<file path="config.mk">
export PLATFORM = sky130hd
export DESIGN_NAME = jtag_scan_master
export DESIGN_NICKNAME = d
export VERILOG_FILES = /design/src/rtl/jtag_scan_master.sv
export SDC_FILE = /design/constraint.sdc
export NUM_CORES = 1
export LEC_CHECK = 0
export ABC_AREA = 1
export CORE_UTILIZATION = 40
export DETAILED_ROUTE_END_ITERATION = 8
export PLACE_DENSITY = 0.69
export SLEW_MARGIN = 5
export SYNTH_ARGS = -nofsm -noshare
export SYNTH_HDL_FRONTEND = slang
export SYNTH_SLANG_ARGS = --single-unit
</file>
<file path="constraint.sdc">
create_clock -name CLK -period 2.1 [get_ports CLK]
set_clock_uncertainty 0.1 [all_clocks]
set_input_delay 0.315 -clock CLK [delete_from_list [all_inputs] [get_ports CLK]]
set_output_delay 0.315 -clock CLK [all_outputs]
set_load 0.02 [all_outputs]
</file>
<file path="src/rtl/jtag_scan_master.sv">
// JTAG scan master: turns TAP-reset / IR-shift / DR-shift / idle commands into
// a TCK/TMS/TDI waveform from the system clock and returns the captured TDO bits.
module jtag_scan_master #(
    parameter int MAXLEN = 32,
    parameter int CLKDIV = 2,
    parameter int LW     = $clog2(MAXLEN + 1)
) (
    input  logic              CLK,
    input  logic              RST,
    input  logic              cmd_valid,
    output logic              cmd_ready,
    input  logic [1:0]        cmd_op,
    input  logic [LW-1:0]     cmd_len,
    input  logic [MAXLEN-1:0] cmd_data,
    output logic              rsp_valid,
    input  logic              rsp_ready,
    output logic [MAXLEN-1:0] rsp_data,
    output logic              rsp_err,
    output logic              busy,
    output logic              TCK,
    output logic              TMS,
    output logic              TDI,
    input  logic              TDO
);
    localparam int IW = (MAXLEN > 1) ? $clog2(MAXLEN) : 1;
    localparam int CW = $clog2(2 * CLKDIV);
    localparam logic [CW-1:0] HI_START = CW'(CLKDIV);
    localparam logic [CW-1:0] CNT_TOP  = CW'(2 * CLKDIV - 1);

    localparam logic [2:0] S_IDLE  = 3'd0;
    localparam logic [2:0] S_PRE   = 3'd1;
    localparam logic [2:0] S_SHIFT = 3'd2;
    localparam logic [2:0] S_POST  = 3'd3;
    localparam logic [2:0] S_RESP  = 3'd4;

    logic [2:0]        state_reg;
    logic [1:0]        op_reg;
    logic [LW-1:0]     len_reg;
    logic [MAXLEN-1:0] data_reg;
    logic [LW-1:0]     step_reg;
    logic [LW-1:0]     pre_last_reg;
    logic              last_reg;
    logic [CW-1:0]     cnt_reg;
    logic              cap_en_reg;
    logic [IW-1:0]     cap_idx_reg;
    logic              tap_known_reg;
    logic              tck_reg, tms_reg, tdi_reg, busy_reg;
    logic [MAXLEN-1:0] rsp_data_reg;
    logic              rsp_err_reg;

    logic          is_shift_cmd, reject, empty_idle;
    logic [LW-1:0] pre_last_init;
    logic          emit_tms, emit_tdi, emit_shift;
    logic [2:0]    state_next;
    logic [LW-1:0] step_next;
    logic          last_next;

    assign is_shift_cmd = (cmd_op == 2'b01) || (cmd_op == 2'b10);
    assign reject       = is_shift_cmd &&
                          ((cmd_len == '0) || (cmd_len > LW'(MAXLEN)) || !tap_known_reg);
    assign empty_idle   = (cmd_op == 2'b11) && (cmd_len == '0);

    // PRE covers the leading TMS walk; idle commands spend all their cycles there.
    always_comb begin
        pre_last_init = '0;
        case (cmd_op)
            2'b00:   pre_last_init = LW'(5);
            2'b01:   pre_last_init = LW'(3);
            2'b10:   pre_last_init = LW'(2);
            default: pre_last_init = cmd_len - LW'(1);
        endcase
    end

    // Values for the TCK cycle about to start, and the pointer to the one after it.
    always_comb begin
        emit_tms   = 1'b0;
        emit_tdi   = 1'b0;
        emit_shift = 1'b0;
        state_next = state_reg;
        step_next  = step_reg + LW'(1);
        last_next  = 1'b0;
        case (state_reg)
            S_PRE: begin
                case (op_reg)
                    2'b00:   emit_tms = (step_reg < LW'(5));
                    2'b01:   emit_tms = (step_reg < LW'(2));
                    2'b10:   emit_tms = (step_reg == '0);
                    default: emit_tms = 1'b0;
                endcase
                if (step_reg == pre_last_reg) begin
                    if (op_reg == 2'b01 || op_reg == 2'b10) begin
                        state_next = S_SHIFT;
                        step_next  = '0;
                    end else begin
                        last_next = 1'b1;
                    end
                end
            end
            S_SHIFT: begin
                emit_tms   = (step_reg == len_reg - LW'(1));
                emit_tdi   = data_reg[step_reg[IW-1:0]];
                emit_shift = 1'b1;
                if (step_reg == len_reg - LW'(1)) begin
                    state_next = S_POST;
                    step_next  = '0;
                end
            end
            S_POST: begin
                emit_tms = (step_reg == '0);
                if (step_reg == LW'(1)) begin
                    last_next = 1'b1;
                end
            end
            default: ;
        endcase
    end

    always_ff @(posedge CLK) begin
        if (RST) begin
            state_reg     <= S_IDLE;
            op_reg        <= '0;
            len_reg       <= '0;
            data_reg      <= '0;
            step_reg      <= '0;
            pre_last_reg  <= '0;
            last_reg      <= 1'b0;
            cnt_reg       <= '0;
            cap_en_reg    <= 1'b0;
            cap_idx_reg   <= '0;
            tap_known_reg <= 1'b0;
            tck_reg       <= 1'b0;
            tms_reg       <= 1'b0;
            tdi_reg       <= 1'b0;
            busy_reg      <= 1'b0;
            rsp_data_reg  <= '0;
            rsp_err_reg   <= 1'b0;
        end else begin
            case (state_reg)
                S_IDLE: begin
                    if (cmd_valid) begin
                        op_reg       <= cmd_op;
                        len_reg      <= cmd_len;
                        data_reg     <= cmd_data;
                        rsp_data_reg <= '0;
                        rsp_err_reg  <= reject;
                        step_reg     <= '0;
                        pre_last_reg <= pre_last_init;
                        last_reg     <= reject || empty_idle;
                        cnt_reg      <= '0;
                        cap_en_reg   <= 1'b0;
                        state_reg    <= S_PRE;
                    end
                end
                S_PRE, S_SHIFT, S_POST: begin
                    if (cnt_reg == '0) begin
                        tck_reg <= 1'b0;
                        if (last_reg) begin
                            state_reg <= S_RESP;
                            tms_reg   <= 1'b0;
                            tdi_reg   <= 1'b0;
                            busy_reg  <= 1'b0;
                            if (op_reg == 2'b00) begin
                                tap_known_reg <= 1'b1;
                            end
                        end else begin
                            tms_reg     <= emit_tms;
                            tdi_reg     <= emit_tdi;
                            cap_en_reg  <= emit_shift;
                            cap_idx_reg <= step_reg[IW-1:0];
                            state_reg   <= state_next;
                            step_reg    <= step_next;
                            last_reg    <= last_next;
                            busy_reg    <= 1'b1;
                            cnt_reg     <= cnt_reg + CW'(1);
                        end
                    end else begin
                        // TDO is captured on the same clock that raises TCK.
                        if (cnt_reg == HI_START) begin
                            tck_reg <= 1'b1;
                            if (cap_en_reg) begin
                                rsp_data_reg[cap_idx_reg] <= TDO;
                            end
                        end
                        cnt_reg <= (cnt_reg == CNT_TOP) ? '0 : cnt_reg + CW'(1);
                    end
                end
                S_RESP: begin
                    if (rsp_ready) begin
                        state_reg <= S_IDLE;
                    end
                end
                default: state_reg <= S_IDLE;
            endcase
        end
    end

    assign cmd_ready = (state_reg == S_IDLE);
    assign rsp_valid = (state_reg == S_RESP);
    assign rsp_data  = rsp_data_reg;
    assign rsp_err   = rsp_err_reg;
    assign busy      = busy_reg;
    assign TCK       = tck_reg;
    assign TMS       = tms_reg;
    assign TDI       = tdi_reg;
endmodule

</file>
# Yosys cells after proc, flatten, opt, wreduce, memory -nomap -nowiden
# Cells that the tools add are included.
word_totals:
  reg_bits: 102
  latchBits: 0
  ramBits: 0
  mem_bits_ro: 0
  inputBits: 45
  out_inout_bits: 39
  wordCells: 136
  memories: 0
op_classes:
  n_addsub: 4
  n_mul: 0
  n_div: 0
  n_lt_le_gt_ge: 6
  n_eq_ne: 26
  n_shift: 0
  mux: 54
  bitwise_logic: 1
  n_reduce_logical: 28
ops:
  columns: ["cell", "n"]
  rows:
  - ["$mux W32", 4]
  - ["$pmux W32 S2", 1]
  - ["$mux W6", 6]
  - ["$bwmux W32", 1]
  - ["$pmux W6 S2", 2]
  - ["$mux W3", 7]
  - ["$mux W1", 18]
  - ["$pmux W6 S3", 1]
  - ["$ne A4 B4 Y1 const B", 4]
  - ["$eq A6 B6 Y1", 2]
  - ["$logic_not A6 Y1", 2]
  - ["$lt A5 B6 Y1 const B", 2]
  - ["$ne A2 B2 Y1 const B", 6]
  - ["$sub A6 B1 Y6 const B", 2]
  - ["$eq A2 B2 Y1 const B", 5]
  - ["$pmux W3 S3", 1]
  - ["$reduce_and A3 Y1", 3]
  - ["$mux W2", 4]
  - ["$reduce_and A4 Y1", 2]
  - ["$reduce_and A7 Y1", 1]
  - ["$add A6 B1 Y6 const B", 1]
  - ["$eq A3 B2 Y1 const B", 2]
  - ["$eq A6 B1 Y1 const B", 1]
  - ["$gt A6 B6 Y1 const B", 1]
  - ["other kinds (25)", 40]

# Longest topological paths before layout
# Gate-level depths: netlist of run 1.
logic_depth:
  depth_word: 9
  mapped_depth: 15
  mapped_depth_nobuf: 15

# Worst setup path before layout of run 1
# OpenSTA, ideal clock, no wires.
synth_path:
  path_kind: "register to register"
  from: "register len_reg[0]"
  to: "register step_reg[4]"
  setup_ns: 0.117
  t_arrival_ns: 1.503
  required_ns: 1.883
  setup_slack_ns: 0.379
  path_stages_with_launch: 16
  path_buffers: 0
  synth_period_minus_slack_ns: 1.721
  path_cell_list: "dfxtp_1 > inv_1 > ha_1 > inv_1 > nand2_1 > nand2_1 > nor2_1 > nand3_1 > nor2_1 > nand3_1 > nand2_1 > nand3_1 > nand2_1 > nand2_1 > nand2_1 > nor2_1"
synth_between:
  elab_chain_len: 7
synth_lines:
  columns: ["item", "line", "source"]
  rows:
  - ["start, declared", "38", "logic [LW-1:0] len_reg;"]
  - ["start signal, assigned", "142", "len_reg <= cmd_len;"]
  - ["$sub A6 B1 Y6", "103", "if (step_reg == len_reg - LW'(1)) begin"]
  - ["$eq A6 B6 Y1", "103", null]
  - ["$mux W6", "103", null]
  - ["$pmux W6 S2", "82", "case (state_reg)"]
  - ["$mux W6", "157", "if (last_reg) begin"]
  - ["$mux W6", "155", "if (cnt_reg == '0) begin"]
  - ["$pmux W6 S2", "138", "case (state_reg)"]
  - ["end signal, assigned", "171", "step_reg <= step_next;"]
  - ["end, declared", "40", "logic [LW-1:0] step_reg;"]
# Every way passes these cells. The select of a mux whose other input is x is not followed.
# A chain may end at the register's enable or synchronous reset.

# Worst setup path after layout of run 1
layout_path:
  from: "register step_reg[4]"
  to: "register step_reg[1]"
layout_between:
  elab_chain_len: 6
  word_cells_on_any_way: 8
  classes_between: "eq/ne (2); mux (6)"
layout_lines:
  columns: ["item", "line"]
  rows:
  - ["$eq A6 B6 Y1, on equally long branches", "103, 90"]
  - ["$mux W6, on equally long branches", "103, 90"]
  - ["$pmux W6 S2 (*)", "82"]
  - ["$mux W6 (*)", "157"]
  - ["$mux W6 (*)", "155"]
  - ["$pmux W6 S2 (*)", "138"]
# Every way passes the cells marked *; elsewhere a longest branch is shown, timed or not. The select of a mux whose other input is x is not followed.

==> metrics, run 1 <==
flop2flop setup slack=0.14 ns; placed cell count=1,000; Pre-antenna DRT Iters=5; port bufs=83; Core Area=12,620 um2; Avg Inst Size Synth=6.839 um2; #FFs+latches synth=102; critical path capture point type=flop; htree depth=3; die area=13,380 um2; Residual DRC=0; Max FO, Critical Path=6; 1st-iter DRT viols=316; RD Place Congestion=0.8493; RR Startpoint=step_reg[4]; Yosys cell types=38; cell area after layout=6604 um2; setup violators final=0; Worst Setup Slack, final=0.1357 ns; post-synthesis net count=818; hpwl dp=9483 um; vias per cell=5.004; Area Growth Syn to Fin=27.73%; Fillers=1,266; Worst EP arrival=2.10 ns; max-slew violations=0; leakage=0.002582 uW; Worst Setup SP=step_reg[4]; Clk Latency, worst-skew pair=0.34 ns; crit path to=step_reg[1]; total power=7667 uW; Max IR drop VDD=0.0005021 V; yosys warns=0; Hold Path Class=flop to flop; Post-synth top cells=145 x nand2_1, 110 x a21oi_1, 102 x dfxtp_1; Async SR Flop Fraction=0%; Setup CP Type=flop to flop; Site Rows=41; P per Cell Area=1161 nW/um2; Mapped Cells=756; r2r worst-path depth=11; Detail Route Antenna Nets=0; Total Routing Usage GR=21.68%; reg2reg end=step_reg[1]; Synth area leader=dfxtp_1; Synth area leaders=dfxtp_1 39%, a21oi_1 11%, nand2_1 11%; Max-Cap Viols=0; worst slew pin tran=0.6579 ns; slew margin rel.=56.14%; vias after detailed routing=5,089; clock sinks=102; nets=902; most common flop cell mapped by yosys=dfxtp_1; Finished Layout Cells=1,017; Post-synth EDFFs=0; Final Cycle Share=93.54%; most common cell in the netlist=nand2_1; vias in the first global route=4,760; CTS Buf Count=9; Routed WL per cell=13.63 um; final wirelength=13,870 um; Final Hold Viols=0; placed instance area=6265 um2; antenna violations before repair=0; die span in y=115.7 um; Final Util=52.33%; sequential-to-total area share from yosys stat=39.50%; ant diodes=0; Die W=115.7 um; Synth top area share=39.50%; type of origin of the critical path=flop; fraction of layout cells with a size suffix above 1=8.994%; maximum root-to-sink buffer count=2; I/O Pins=84; f_max=509.1 MHz; clock slew at reported path FFs=0.07 ns; gr ovfl total=0; global-route wire length before repair=22,870 um; status=finished, final reports clean; largest net degree at the start of global routing=74; Min Clock Period, post-route=1.964 ns; dpl ws=-0.01958 ns; Syn Std Cell Area=5170 um2; CP required=2.24 ns; Initial Util=40.97%; CTS root buf=clkbuf_16; CTS tree=yes
cells in the final DEF (no fill, tap or decap), types with 2 or more instances in the layout:
cell type,count
dfxtp_2,2
dfxtp_1,100
o21ai_1,4
xor2_1,10
nand3_1,38
inv_1,63
clkbuf_1,2
clkdlybuf4s50_1,80
nand2_2,4
buf_4,27
a211oi_1,3
clkbuf_8,2
nand3_2,3
nor3_1,5
o21ai_0,83
o211ai_1,2
ha_1,17
xnor2_1,2
clkbuf_16,9
nor2_1,95
nand4_1,3
a21oi_1,110
inv_2,9
nor2_2,7
nand2_1,142
buf_12,2
cells by family (layout without fill, tap and decap cells):
family | after synthesis | count (layout) | synth area share (%)
buffers and inverters | 112 | 201 | 8.858
adders and majority gates | 17 | 17 | 4.114
and+or+nand+nor | 306 | 306 | 24.78
xor gates and xnor gates | 12 | 12 | 2.033
DFF | 102 | 102 | 39.50
AOI/OAI and AO/OA | 207 | 207 | 20.72
metrics by stage:
step	setup TNS [ns]	hold slack, ns
after CTS	0	0.3598
after detailed placement	-0.01958	0.3498
after floorplan	0	0.3293
after global routing	-0.5444	0.3727
final	0	0.3566
after global placement	0	0.3429
layer usage:
| metal | share of wire (%) | GRT usage, % | up-vias |
|---|---|---|---|
| met4 | 1.6 | 7.179 | 0 |
| met3 | 4.8 | 4.498 | 21 |
| li1 | - | - | 2627 |
| met5 | 0 | 0 | - |
| met1 | 46 | 28.28 | 2311 |
| met2 | 48 | 35.81 | 130 |
layout make-up:
class	instances	area, um2	area share (%)
Tap cell	172	215.2	3.259
Inverter	73	274.0	4.149
Clock buffer	13	260.3	3.941
Clock inverter	3	42.54	0.6442
Multi-Input combinational cell	542	2698	40.85
Timing Repair Buffer	112	1070	16.20
Sequential cell	102	2044	30.96
worst max-delay path, stage by stage, from the launching register on:
cell     delay [ns]
dfxtp_1        0.48
inv_1          0.12
nand2_1        0.07
nand4_1        0.12
nor2_1         0.12
nand2_1        0.10
o21ai_0        0.27
nand3_2        0.16
nand2_2        0.09
nand2_1        0.06
nand2_2        0.11
nor2_1         0.05
worst min path at each step:
| stage | endpoint | cells past startpoint | slack [ns] | from |
|---|---|---|---|---|
| 2_1_floorplan | data_reg[31] | 2 | 0.33 | data_reg[31] |
| 3_3_place_gp | data_reg[10] | 2 | 0.34 | data_reg[10] |
| 3_5_place_dp | data_reg[18] | 2 | 0.35 | data_reg[18] |
| 4_1_cts | data_reg[21] | 2 | 0.36 | data_reg[21] |
| 5_1_grt | data_reg[18] | 2 | 0.37 | data_reg[18] |
| 6_report | data_reg[26] | 2 | 0.36 | data_reg[26] |
power by group:
group | switching (uW) | leakage, uW | internal (uW)
logic | 2190 | 0.00160 | 1200
clock network | 720 | 0.000146 | 989
registers | 282 | 0.000833 | 2290
total | 3190 | 0.00258 | 4470
repair_timing:
item,4_1_cts,5_1_grt
pin swaps,0,5
endpoints found under the setup margin,1,7
buffers inserted,0,1
hold buffers,0,0
resized for setup,1,10
Note: power is estimated with default switching activity, not from simulation.
==> run 2, diff against run 1 <==
- clock period: 2.1 -> 2 ns (I/O delays scaled with it)
==> metrics, run 2 (synthesis results as in run 1) <==
global-route wire length before repair=22,690 um (-0.78%); clock slew at reported path FFs=0.07 ns (about the same); commonest non-fill, non-tap cell in the layout=nand2_1; reg2reg end=step_reg[1]; nets=906 (+0.44%); Worst EP arrival=2.03 ns (-0.07 ns); 1st-iter DRT viols=222 (-30%); min-delay src=RST; status=finished, violations left; Hold Path Class=primary input to flop; critical path capture point type=flop; most frequent cells in the layout=142 x nand2_1, 110 x a21oi_1, 100 x dfxtp_1; Setup CP Type=flop to flop; Die W=115.7 um (unchanged); htree depth=3 (unchanged); Detail Route Antenna Nets=0 (unchanged); Hold Path Stages=3 (+1); slew margin rel.=72.32% (+16 points); RSZ-0062 raised after global routing=yes; Max IR drop VDD=0.0005526 V (+10%); maximum root-to-sink buffer count=2 (unchanged); port bufs=83 (unchanged); Max FO, Critical Path=5 (-1); die span in y=115.7 um (unchanged); Clk Latency, worst-skew pair=0.35 ns (about the same); P per Cell Area=1206 nW/um2 (+3.9%); max-slew violations=0 (unchanged); antenna violations before repair=0 (unchanged); worst slew pin tran=0.4121 ns (-0.2458 ns); gr ovfl total=0 (unchanged); flop2flop setup slack=0.12 ns (about the same); Max-Cap Viols=0 (unchanged); hpwl dp=9453 um (-0.31%); largest net degree at the start of global routing=54 (-27%); Pre-antenna DRT Iters=7 (+2); total power=7983 uW (+4.1%); RD Place Congestion=0.8240 (-3.0%); Routed WL per cell=13.44 um (-1.4%); placed cell count=1,003 (+0.30%); Initial Util=40.97% (unchanged); vias per cell=5.002 (about the same); I/O Pins=84 (unchanged); worst-case hold path end point=rsp_data[0]; Residual DRC=2 (+2); RR Startpoint=len_reg[1]; Core Area=12,620 um2 (unchanged); Area Growth Syn to Fin=28.03%; Min Clock Period, post-route=1.878 ns (-0.08634 ns); Total Routing Usage GR=21.60% (-0.087 points); # hold bufs at CTS=0 (unchanged); fraction of layout cells with a size suffix above 1=9.670% (+0.68 points); Finished Layout Cells=1,020 (+0.29%); CTS Buf Count=9 (unchanged); vias after detailed routing=5,102 (+0.26%); Final Cycle Share=93.90% (+0.36 points); f_max=532.5 MHz (+4.6%); setup violators final=0 (unchanged); hold slack=0.3352 ns (-0.02138 ns); clock sinks=102 (unchanged); CTS root buf=clkbuf_16; Site Rows=41 (unchanged); die area=13,380 um2 (unchanged); r2r worst-path depth=15 (+4); CTS tree=yes; CP required=2.15 ns (-0.09 ns); ant diodes=0 (unchanged); Final Hold Viols=0 (unchanged); vias in the first global route=4,749 (-0.23%); final wirelength=13,710 um (-1.2%); setup TNS=0 ns (unchanged); type of origin of the critical path=flop; leakage=0.002581 uW (about the same); failing checks=design-rule violations
## run 2: metal layers
metal	global-route usage, %	vias to the layer above	wire length, um
met5	0	-	0
met2	36.05	93	6591
met3	4.603	17	581
met4	6.667	0	165
li1	-	2642	-
met1	27.97	2350	6366
## run 2: cell type report
type | instances | area, um2
clock inverters | 4 | 48.80
well taps | 172 | 215.2
multi-input cells | 542 | 2708
clock buffers | 11 | 232.7
inverters | 73 | 274.0
repair buffers | 116 | 1096
flip-flops and latches | 102 | 2044
fillers | 1274 | 6001
## run 2: power breakdown
| part | switching, uW | leakage (uW) | internal (uW) |
|---|---|---|---|
| Combinational | 2290 | 0.00161 | 1280 |
| Clock | 758 | 0.000139 | 962 |
| Sequential | 286 | 0.000833 | 2400 |
| Total | 3340 | 0.00258 | 4650 |
## run 2: how the worst max path moves through the flow
stage	from	end	slack, ns	depth (start not counted)
after floorplan	len_reg[0]	step_reg[4]	0.28	15
after global placement	cmd_len[0]	last_reg	-0.09	11
after detailed placement	cmd_len[0]	last_reg	-0.12	11
after CTS	len_reg[1]	step_reg[1]	0.05	15
after global routing	step_reg[4]	step_reg[1]	-0.01	11
final	len_reg[1]	step_reg[1]	0.12	15
## run 2: critical path, cell delays in order (launching register included)
cell and delay, ns:
dfxtp_2 0.34, inv_2 0.05, ha_4 0.26, inv_2 0.03, nand2_1 0.05, nand2_1 0.05
nor2_1 0.09, nand3_1 0.11, nor2_2 0.13, nand3_2 0.12, nand2_2 0.09, nand3_2 0.07
nand2_1 0.08, nand2_1 0.05, nand2_2 0.10, nor2_1 0.06
## run 2: stage by stage
step / utilization [%] / area, um2 / setup WS [ns]
after floorplan: - / 5170 / 0.2794
after global routing: 52.45 / 6619 / -0.01352
after CTS: 52.03 / 6566 / 0.04707
after detailed placement: 49.82 / 6287 / -0.1189
after global placement: 49.82 / 6287 / -0.09498
final: 52.45 / 6619 / 0.1220
## run 2: what timing repair did
item,4_1_cts,5_1_grt
endpoints found under the hold margin,0,0
setup buffers,0,2
pin swaps,0,7
endpoints found under the setup margin,2,10
gates cloned,0,0
resized for setup,2,13
==> run 3, diff against run 2 <==
- CORE_ASPECT_RATIO: not set -> 0.9
- CTS_BUF_LIST: not set -> sky130_fd_sc_hd__clkbuf_8
==> metrics, run 3 (synthesis results as in run 1) <==
Setup CP Type=flop to flop; Initial Util=40.91% (-0.061 points); I/O Pins=84 (unchanged); Site Rows=39 (-4.9%); CP max stage cell=dfxtp_2; hold slack=0.3321 ns (-0.003129 ns); total power=7467 uW (-6.5%); commonest non-fill, non-tap cell in the layout=nand2_1; final wirelength=13,660 um (-0.32%); clock sinks=102 (unchanged); htree depth=3 (unchanged); P per Cell Area=1147 nW/um2 (-4.9%); # hold bufs at CTS=0 (unchanged); largest net degree at the start of global routing=74 (+37%); Routed WL per cell=13.47 um (+0.27%); 1st-iter DRT viols=340 (+53%); Fillers=1,235 (-3.1%); Max FO, Critical Path=3 (-2); Max-Cap Viols=0 (unchanged); WP buf/inv=3 (+1); RD Place Congestion=0.8868 (+7.6%); Clk Latency, worst-skew pair=0.38 ns (+0.03 ns); critical path's top delay family=simple AND/OR/NAND/NOR gates; Post-CTS Setup Inserts=0 (unchanged); Final Cycle Share=93.31% (-0.59 points); hpwl dp=9472 um (+0.19%); maximum root-to-sink buffer count=2 (unchanged); CTS root buf=clkbuf_8; Hold Path Class=primary input to flop; CP required=2.17 ns (+0.02 ns); max-slew violations=0 (unchanged); f_max=535.8 MHz (+0.63%); leakage=0.002536 uW (-1.8%); vias after detailed routing=5,041 (-1.2%); Total Routing Usage GR=21.32% (-0.27 points); Detail Route Antenna Nets=0 (unchanged); die area=13,380 um2 (about the same); Worst EP arrival=2.04 ns (about the same); Worst path max stage delay=0.34 ns (about the same); Die W=121.8 um (+5.3%); worst slew pin tran=0.4140 ns (+0.001915 ns); status=finished, final reports clean; gr ovfl total=0 (unchanged); CTS Buf Count=9 (unchanged); placed cell count=998 (-0.50%); Final Hold Viols=0 (unchanged); vias per cell=4.971 (-0.61%); Max IR drop VDD=0.0005790 V (+4.8%); Area Growth Syn to Fin=25.92%; setup violators final=0 (unchanged); slew margin rel.=72.19% (-0.13 points); fraction of layout cells with a size suffix above 1=9.765% (+0.095 points); Core Area=12,640 um2 (+0.15%); most frequent cells in the layout=142 x nand2_1, 110 x a21oi_1, 98 x dfxtp_1; ant diodes=0 (unchanged); critical-path cell list=inv_1, ha_4, inv_1, nand2_1, nand2_1, nor2_1, nand3_1, nor2_2, nand3_2, buf_4, nand3_1, nand2_2, o21ai_2, nor2_1; CTS tree=yes; antenna violations before repair=0 (unchanged); critical path capture point type=flop; type of origin of the critical path=flop; vias in the first global route=4,629 (-2.5%); setup TNS=0 ns (unchanged); clock slew at reported path FFs=0.10 ns (+0.03 ns); die span in y=109.9 um (-5.0%); Min Clock Period, post-route=1.866 ns (-0.01174 ns); Residual DRC=0 (-2); global-route wire length before repair=22,510 um (-0.76%); port bufs=83 (unchanged); Pre-antenna DRT Iters=5 (-2); Finished Layout Cells=1,014 (-0.59%); RSZ-0062 raised after global routing=no; nets=907 (+0.11%)
==> run 3: through the flow <==
stage               cell area, um2  setup slack [ns]  utilization (%)
finish                        6510            0.1338            51.51
global route                  6510          0.002558            51.51
CTS                           6471           0.08250            51.20
detailed placement            6300           -0.1191            49.85
global placement              6300          -0.09080            49.85
floorplan                     5170            0.2794                -
==> run 3: power by group <==
| part | switching, uW | internal (uW) | total, uW |
|---|---|---|---|
| clock network | 764 | 458 | 1220 |
| logic | 2290 | 1270 | 3560 |
| registers | 285 | 2400 | 2690 |
| total | 3340 | 4130 | 7470 |
==> run 3: area by class of cell <==
type / count / area [um2] / share of cell area [%]
clock buffers: 9 / 123.9 / 1.903
clock inverters: 7 / 50.05 / 0.7688
inverters: 73 / 274.0 / 4.209
multi-input cells: 542 / 2706 / 41.57
flip-flops and latches: 102 / 2047 / 31.44
well taps: 164 / 205.2 / 3.152
repair buffers: 117 / 1104 / 16.95
==> run 3: worst paths after layout <==
path | startpoint | end | slack, ns | cells after the start
worst max-delay path | len_reg[0] | state_reg[0] | 0.13 | 14
worst min-delay path | RST | state_reg[0] | 0.33 | 5
worst max register to register | len_reg[0] | state_reg[0] | 0.13 | 14
worst min register to register | data_reg[17] | data_reg[17] | 0.36 | 2
==> run 3: worst min-delay path: stages <==
cell and delay, ns:
buf_2 0.11, inv_1 0.05, buf_4 0.19, o21ai_2 0.07
nor2_1 0.04
==> run 3: what timing repair did <==
action | CTS | global route
endpoints found under the setup margin | 2 | 7
pin swaps | 0 | 3
resized for setup | 2 | 14
==> run 3: routing by layer <==
layer,part of all wire (%),GRT usage (%),vias up,wire length (um)
li1,-,-,2637,-
met1,51,29.80,2297,6931
met2,45,33.21,99,6091
met3,3.7,3.786,8,509
met4,0.94,6.526,0,128
met5,0,0,-,0
